## config.mk

```make
export PLATFORM = sky130hd
export DESIGN_NAME = legv8_multicycle_control_flat
export DESIGN_NICKNAME = d
export VERILOG_FILES = /design/src/rtl/legv8_multicycle_control_if.sv /design/src/rtl/legv8_multicycle_control.sv /design/src/flat_wrapper.sv
export SDC_FILE = /design/constraint.sdc
export NUM_CORES = 1
export LEC_CHECK = 0
export ABC_AREA = 1
export BUFFER_PORTS_ARGS = -buffer_cell sky130_fd_sc_hd__buf_2
export CORE_MARGIN = 4
export CORE_UTILIZATION = 45
export CTS_BUF_LIST = sky130_fd_sc_hd__clkbuf_16
export DETAILED_ROUTE_END_ITERATION = 6
export GPL_TIMING_DRIVEN = 0
export HOLD_SLACK_MARGIN = 0.15
export PLACE_DENSITY = 0.76
export SLEW_MARGIN = 5
export SYNTH_ARGS = -nofsm -noshare
export SYNTH_HDL_FRONTEND = slang
export SYNTH_SLANG_ARGS = --single-unit
```

## constraint.sdc

```tcl
create_clock -name clk -period 6.7 [get_ports clk]
set_input_delay 2.01 -clock clk [delete_from_list [all_inputs] [get_ports clk]]
set_output_delay 2.01 -clock clk [all_outputs]
set_load 0.02 [all_outputs]
```

## src/rtl/legv8_multicycle_control_if.sv

```systemverilog
// Shared instruction/data memory port between the LEGv8 sequencer and memory.
// The sequencer is the master: it issues requests, memory returns data and ready.
interface legv8_multicycle_control_if;
  logic [31:0] instruction;
  logic        mem_ready;
  logic        control_iord;
  logic        control_memread;
  logic        control_memwrite;

  modport master (
    input  instruction, mem_ready,
    output control_iord, control_memread, control_memwrite
  );

  modport slave (
    output instruction, mem_ready,
    input  control_iord, control_memread, control_memwrite
  );
endinterface

```

## src/rtl/legv8_multicycle_control.sv

```systemverilog
// Multi-cycle LEGv8 sequencer: FETCH/DECODE/EXEC/MEM/WB with a memory-wait timeout.
// Controls are decoded from the registered state and IR; FAULT is terminal until reset.
module legv8_multicycle_control #(
  parameter int TIMEOUT = 15
) (
  input  logic                              clk,
  input  logic                              rst,
  legv8_multicycle_control_if.master        mem,
  input  logic                              alu_zero_i,
  output logic [31:0]                       ir_o,
  output logic                              control_pcwrite_o,
  output logic                              control_pcsrc_o,
  output logic                              control_irwrite_o,
  output logic                              control_reg2loc_o,
  output logic                              control_alusrc_o,
  output logic [1:0]                        control_alu_op_o,
  output logic                              control_regwrite_o,
  output logic                              control_mem2reg_o,
  output logic                              fault_o,
  output logic [2:0]                        state_o
);

  localparam int WW = $clog2(TIMEOUT + 1);
  localparam logic [WW-1:0] WAIT_LAST = WW'(TIMEOUT - 1);

  typedef enum logic [2:0] {
    S_FETCH  = 3'd0,
    S_DECODE = 3'd1,
    S_EXEC   = 3'd2,
    S_MEM    = 3'd3,
    S_WB     = 3'd4,
    S_FAULT  = 3'd7
  } state_t;

  state_t          state_q, state_d;
  logic [31:0]     ir_q;
  logic [WW-1:0]   wait_q, wait_d;

  logic is_b, is_cbz, is_ldur, is_stur, is_rtype, is_legal;
  logic ir_load, timed_out;

  assign is_b     = (ir_q[31:26] == 6'b000101);
  assign is_cbz   = (ir_q[31:24] == 8'b10110100);
  assign is_ldur  = (ir_q[31:21] == 11'b11111000010);
  assign is_stur  = (ir_q[31:21] == 11'b11111000000);
  assign is_rtype = (ir_q[31:21] == 11'b10001011000) || (ir_q[31:21] == 11'b11001011000) ||
                    (ir_q[31:21] == 11'b10001010000) || (ir_q[31:21] == 11'b10101010000);
  assign is_legal = is_b | is_cbz | is_ldur | is_stur | is_rtype;

  // wait_q counts earlier unready cycles, so it equals TIMEOUT-1 in the TIMEOUT-th cycle
  assign timed_out = (wait_q == WAIT_LAST);
  assign ir_load   = (state_q == S_FETCH) && mem.mem_ready;

  always_comb begin
    state_d = state_q;
    wait_d  = '0;
    case (state_q)
      S_FETCH: begin
        if (mem.mem_ready)  state_d = S_DECODE;
        else if (timed_out) state_d = S_FAULT;
        else                wait_d  = wait_q + WW'(1);
      end
      S_DECODE: state_d = is_legal ? S_EXEC : S_FAULT;
      S_EXEC: begin
        if (is_rtype)               state_d = S_WB;
        else if (is_ldur || is_stur) state_d = S_MEM;
        else                        state_d = S_FETCH;
      end
      S_MEM: begin
        if (mem.mem_ready)  state_d = is_ldur ? S_WB : S_FETCH;
        else if (timed_out) state_d = S_FAULT;
        else                wait_d  = wait_q + WW'(1);
      end
      S_WB:    state_d = S_FETCH;
      S_FAULT: state_d = S_FAULT;
      default: state_d = S_FAULT;
    endcase
  end

  always_ff @(posedge clk or posedge rst) begin
    if (rst) begin
      state_q <= S_FETCH;
      ir_q    <= '0;
      wait_q  <= '0;
    end else begin
      state_q <= state_d;
      wait_q  <= wait_d;
      if (ir_load) ir_q <= mem.instruction;
    end
  end

  // Decoded combinationally and masked by rst so an in-flight write drops the moment reset rises
  always_comb begin
    control_pcwrite_o    = 1'b0;
    control_pcsrc_o      = 1'b0;
    control_irwrite_o    = 1'b0;
    control_reg2loc_o    = 1'b0;
    control_alusrc_o     = 1'b0;
    control_alu_op_o     = 2'b00;
    control_regwrite_o   = 1'b0;
    control_mem2reg_o    = 1'b0;
    mem.control_iord     = 1'b0;
    mem.control_memread  = 1'b0;
    mem.control_memwrite = 1'b0;
    if (!rst) begin
      case (state_q)
        S_FETCH: begin
          mem.control_memread = 1'b1;
          control_irwrite_o   = mem.mem_ready;
          control_pcwrite_o   = mem.mem_ready;
        end
        S_EXEC: begin
          if (is_rtype) begin
            control_alu_op_o = 2'b10;
          end else if (is_ldur) begin
            control_alusrc_o = 1'b1;
          end else if (is_stur) begin
            control_alusrc_o  = 1'b1;
            control_reg2loc_o = 1'b1;
          end else if (is_b) begin
            control_pcwrite_o = 1'b1;
            control_pcsrc_o   = 1'b1;
          end else if (is_cbz) begin
            control_reg2loc_o = 1'b1;
            control_alu_op_o  = 2'b01;
            control_pcsrc_o   = 1'b1;
            control_pcwrite_o = alu_zero_i;
          end
        end
        S_MEM: begin
          mem.control_iord     = 1'b1;
          control_alusrc_o     = 1'b1;
          mem.control_memread  = is_ldur;
          mem.control_memwrite = is_stur;
          control_reg2loc_o    = is_stur;
        end
        S_WB: begin
          control_regwrite_o = 1'b1;
          control_mem2reg_o  = is_ldur;
        end
        default: ;
      endcase
    end
  end

  assign ir_o    = ir_q;
  assign fault_o = (state_q == S_FAULT);
  assign state_o = state_q;

endmodule

```

## src/flat_wrapper.sv

```systemverilog
// flat-port wrapper written by rule: the top's interface ports become plain ports
module legv8_multicycle_control_flat 
#(
  parameter int TIMEOUT = 15
)
  (clk, rst, alu_zero_i, ir_o, control_pcwrite_o, control_pcsrc_o, control_irwrite_o, control_reg2loc_o, control_alusrc_o, control_alu_op_o, control_regwrite_o, control_mem2reg_o, fault_o, state_o, mem_instruction, mem_mem_ready, mem_control_iord, mem_control_memread, mem_control_memwrite);
  legv8_multicycle_control_if mem_i ();
  input  logic clk;
  input  logic rst;
  input  logic alu_zero_i;
  output logic [31:0] ir_o;
  output logic control_pcwrite_o;
  output logic control_pcsrc_o;
  output logic control_irwrite_o;
  output logic control_reg2loc_o;
  output logic control_alusrc_o;
  output logic [1:0] control_alu_op_o;
  output logic control_regwrite_o;
  output logic control_mem2reg_o;
  output logic fault_o;
  output logic [2:0] state_o;
  input wire logic [$bits(mem_i.instruction)-1:0] mem_instruction;
  input wire logic [$bits(mem_i.mem_ready)-1:0] mem_mem_ready;
  output wire logic [$bits(mem_i.control_iord)-1:0] mem_control_iord;
  output wire logic [$bits(mem_i.control_memread)-1:0] mem_control_memread;
  output wire logic [$bits(mem_i.control_memwrite)-1:0] mem_control_memwrite;
  assign mem_i.instruction = mem_instruction;
  assign mem_i.mem_ready = mem_mem_ready;
  assign mem_control_iord = mem_i.control_iord;
  assign mem_control_memread = mem_i.control_memread;
  assign mem_control_memwrite = mem_i.control_memwrite;
  legv8_multicycle_control #(.TIMEOUT(TIMEOUT)) u_core (.clk(clk), .rst(rst), .mem(mem_i), .alu_zero_i(alu_zero_i), .ir_o(ir_o), .control_pcwrite_o(control_pcwrite_o), .control_pcsrc_o(control_pcsrc_o), .control_irwrite_o(control_irwrite_o), .control_reg2loc_o(control_reg2loc_o), .control_alusrc_o(control_alusrc_o), .control_alu_op_o(control_alu_op_o), .control_regwrite_o(control_regwrite_o), .control_mem2reg_o(control_mem2reg_o), .fault_o(fault_o), .state_o(state_o));
endmodule
```

Word level (Yosys, flattened, before mapping):

Cells that the tools add are included.
Widths: inputs -> output; s select.

* add/sub/neg operators: 1
* multipliers: 0
* divide/modulo/power cells: 0
* $lt $le $gt $ge: 0
* equality and inequality tests: 14
* shift-type cells: 0
* muxes and demuxes: 55
* bitwise operators: 4
* reductions and logical operators: 7

Operator list (count)
* $eq 11x11->1 const B: 6
* $mux 1: 34
* $mux 3: 6
* $pmux 3 s5: 1
* $mux 2: 7
* $mux 4: 3
* $eq 8x8->1 const B: 1
* $pmux 1 s2: 4
* $eq 3x2->1 const B: 2
* $eq 3x3->1 const B: 2
* $eq 6x3->1 const B: 1
* $add 4x1->4 const B: 1
* $eq 4x4->1 const B: 1
* $logic_or 1x1->1: 4
* $or 1x1->1: 4
* $eq 3x1->1 const B: 1
* $logic_not 3->1: 1
* $reduce_or 2->1: 1
* $logic_and 1x1->1: 1

* register bits: 39
* bits in latches: 0
* RAM bits: 0
* bits in read-only memories: 0
* input bits: 36
* memories: 0

Depth between registers and ports, before layout:

* word-level depth: 8
* mapped depth: 8
* gate-level depth less buffers: 8

Least setup slack after synthesis:

No wires, ideal clock.

* path kind: in2out
* start: input port rst
* end: output port control_alu_op_o[0]
* arrival time: 3601 ps
* slack: 1089 ps
* stages: 4
* buffers on the path: 1
* cells stage by stage: clkbuf_1 > inv_1 > nand4_1 > nor2_1

* cells in the longest elaborated chain, start to end: 1

RTL lines
* from (decl): RTL line flat_wrapper.sv:9 `input logic rst;`
* $mux 2: RTL line legv8_multicycle_control.sv:105 `if (!rst) begin`
* to (decl): RTL line flat_wrapper.sv:17 `output logic [1:0] control_alu_op_o;`

No other way between the ends.

Worst setup path after layout:

* start: input port rst
* end: output port control_pcsrc_o

* cells in the longest elaborated chain, start to end: 1

RTL lines
* $mux 1: RTL line legv8_multicycle_control.sv:105
* to (decl): RTL line flat_wrapper.sv:13 `output logic control_pcsrc_o;`

No other way between the ends.

==> results.md <==
* Status: completed
* Synth Flop Type: dfrtp_1
* Final HPWL DP at around 3600 um
* Avg WL per Cell at about 13 um
* Commonest cells in the synthesized netlist: nor2_1, dfrtp_1, nand2_1
* Antenna violations before repair at 0
* Final ANT Viol Nets at 0
* IO Pins at 84
* CTS tree: built
* Fmax at about 0.19 GHz
* Die Area at approximately 5500 um^2
* R2R Setup Slk at 5.28 ns
* IO buf count at between 80 and 90
* Delay-heaviest family, CP: buffers and inverters
* Final hold violation count at 0
* Vias in the first global route at approximately 1,700
* Clk_lat worst skew at 0.27 ns
* Routability congestion estimate at 0.899
* Number of buffers and inverters on the critical path at 3
* Peak supply drop at about 0.14 mV
* Critical Path Max Stage Delay at between 0.6 and 0.7 ns
* Starting density of the core at 48.2%
* Fin crit share at between 80% and 90%
* Nets@finish at about 340
* Final setup violation count at 0
* Post-synth top area cell: dfrtp_1
* Num CTS Buffers at 5
* Syn Inst Count at roughly 210
* Core Region at ~4100 um^2
* Synth unique cells at 22
* Total chip power at between 0.0004 and 0.0005 W
* Most common cell in the netlist: nor2_1
* Slowest-stage cell, CP: inv_2
* Worst path cell trace: clkbuf_1 -> inv_2 -> nand4_1 -> nor2_1 -> buf_2
* Synth top area share at 49.2%
* Util after Layout at a little over three fifths
* Final Max Slew Viols at 0
* Lkg Pwr at around 1.5 nW
* Ys async rst share at 100%
* Total Neg Setup Slack at 0 ns
* Post CTS Setup Buffer Count at 0
* Root Buffer: clkbuf_16
* First-pass GRT wire length at ~7600 um
* Synth area leaders: dfrtp_1, mux2_4, nor2_1, nand2_1, inv_1
* Tmin final at roughly 5.4 ns
* Synth-to-layout area growth at 30.9%
* Antenna Cells at 0
* Post-synthesis register bit count at 39
* Die X at 74.4 um
* Syn Area/Cell at approximately 9.5 um^2
* CP Capture Type: output pin
* Drt pass-1 iters at 4
* Worst relative slew slack at approximately 44%
* RSZ-0062 raised after global routing: false
* Hold Crit Class: reg2reg
* Routed WL at ~4700 um
* Max clock buf depth at 2
* Clk sink count at 39
* Critical path arrival at ~3.4 ns
* Setup crit start kind: input pin
* Sequential share of the synthesized area at roughly half
* Vias per inst at 4.90
* Total track usage at 17.9%
* Net count after synthesis at 247
* Grt ovf at 0
* Max Cap Viol at 0
* Vias at 1,710
* Layout cells sized above 1 at around two fifths
* Syn Std Cell Area at a little under 2000 um^2
* Clock transition at the registers of the reported paths at ~0.06 ns
* Yosys warns at 0
* H-tree levels at 2
* Clock Skew at ~0.0027 ns
* Initial drt markers at about 100
* Required time of the critical path at around 4.7 ns
* Die span in y at ~74 um
* Drc violations at 0
* EDFF count, synth at 0
* Largest net degree at the start of global routing at between 40 and 50
* # resized after CTS at 0
* Rows at 23
* Worst Path Max Fanout at between 40 and 50
* Hold_buf cts at 0
* Least-Margin Pin Slew at around 0.84 ns
* Setup CP Type: in2out
* PwrDens at roughly 180 nW/um^2
==> power by group <==
part	total [W]	internal, W	switching [W]	leakage [nW]
Clock	0.000223	0.000136	0.0000878	0.0733
Sequential	0.000236	0.000236	0	0.477
Combinational	0.0000167	0.00000754	0.00000912	0.949
Total	0.000476	0.000379	0.0000969	1.50
==> layout by cell type, fill, tap and decap left out, drive strengths merged <==
cell / n
clkinv: 3
nand3b: 1
a21oi: 14
nor2: 41
o21ai: 1
mux2: 22
dfrtp: 39
nor4: 1
nand2: 29
nor3: 1
inv: 27
nand4: 5
clkbuf: 6
nand3: 19
ha: 2
xnor2: 1
xor2: 1
buf: 86
==> path summary, 6_finish.rpt <==
path / to / start / depth (start not counted)
max in group asynchronous: u_core.ir_o[17] / rst / 2
min: u_core.wait_q[0] / u_core.wait_q[0] / 1
min reg2reg: u_core.wait_q[0] / u_core.wait_q[0] / 1
max: control_pcsrc_o / rst / 5
min in group asynchronous: u_core.ir_o[26] / rst / 2
max reg2reg: u_core.ir_o[1] / u_core.state_o[0] / 4
==> logic make-up after synthesis <==
group                    after synthesis  share of synthesized area, %
multiplexers                          22                          15.7
AO/OA/AOI/OAI                         15                          3.79
XOR/XNOR                               2                         0.884
AND/OR/NAND/NOR                       97                          21.8
flip-flops                            39                          49.2
adder cells (fa/ha/maj)                2                          1.26
buffers and inverters                 32                          7.26
==> layer usage <==
metal / GRT usage (%) / part of all wire [%] / vias up
li1: - / - / 850
met1: 22.8 / 41 / 794
met2: 29.9 / 49 / 64
met3: 5.27 / 9.4 / 2
met4: 4.74 / 0.45 / 0
met5: 0 / 0 / -
==> final cells by class <==
class	count	area, um^2
Fill cell	389	1520
Sequential cell	39	976
Multi-Input combinational cell	138	862
Timing Repair Buffer	82	410
Clock buffer	5	125
Inverter	27	101
Tap cell	50	62.6
Buffer	5	42.5
Clock inverter	3	15.0
==> state kept, by name (all words and copies together), names as in the netlist <==
signal	cells
u_core.state_o	3
u_core.ir_o	32
u_core.wait_q	4
==> worst reg2reg max path, stage by stage, from the launching register on <==
cell and delay, ns:
dfrtp_1 0.45, nor2_4 0.18, nand3_4 0.16, buf_6 0.20
mux2_4 0.30
==> per-stage QoR <==
step	worst slack, ns	std cells	instance area (um^2)	hold slack (ns)
detailed placement	1.25	341	2450	0.481
finish	1.30	349	2590	0.491
floorplan	1.09	209	1980	0.454
CTS	1.25	349	2590	0.489
global route	1.12	349	2590	0.511
global placement	0.714	341	2450	0.478
(Power assumes the default switching activity.)
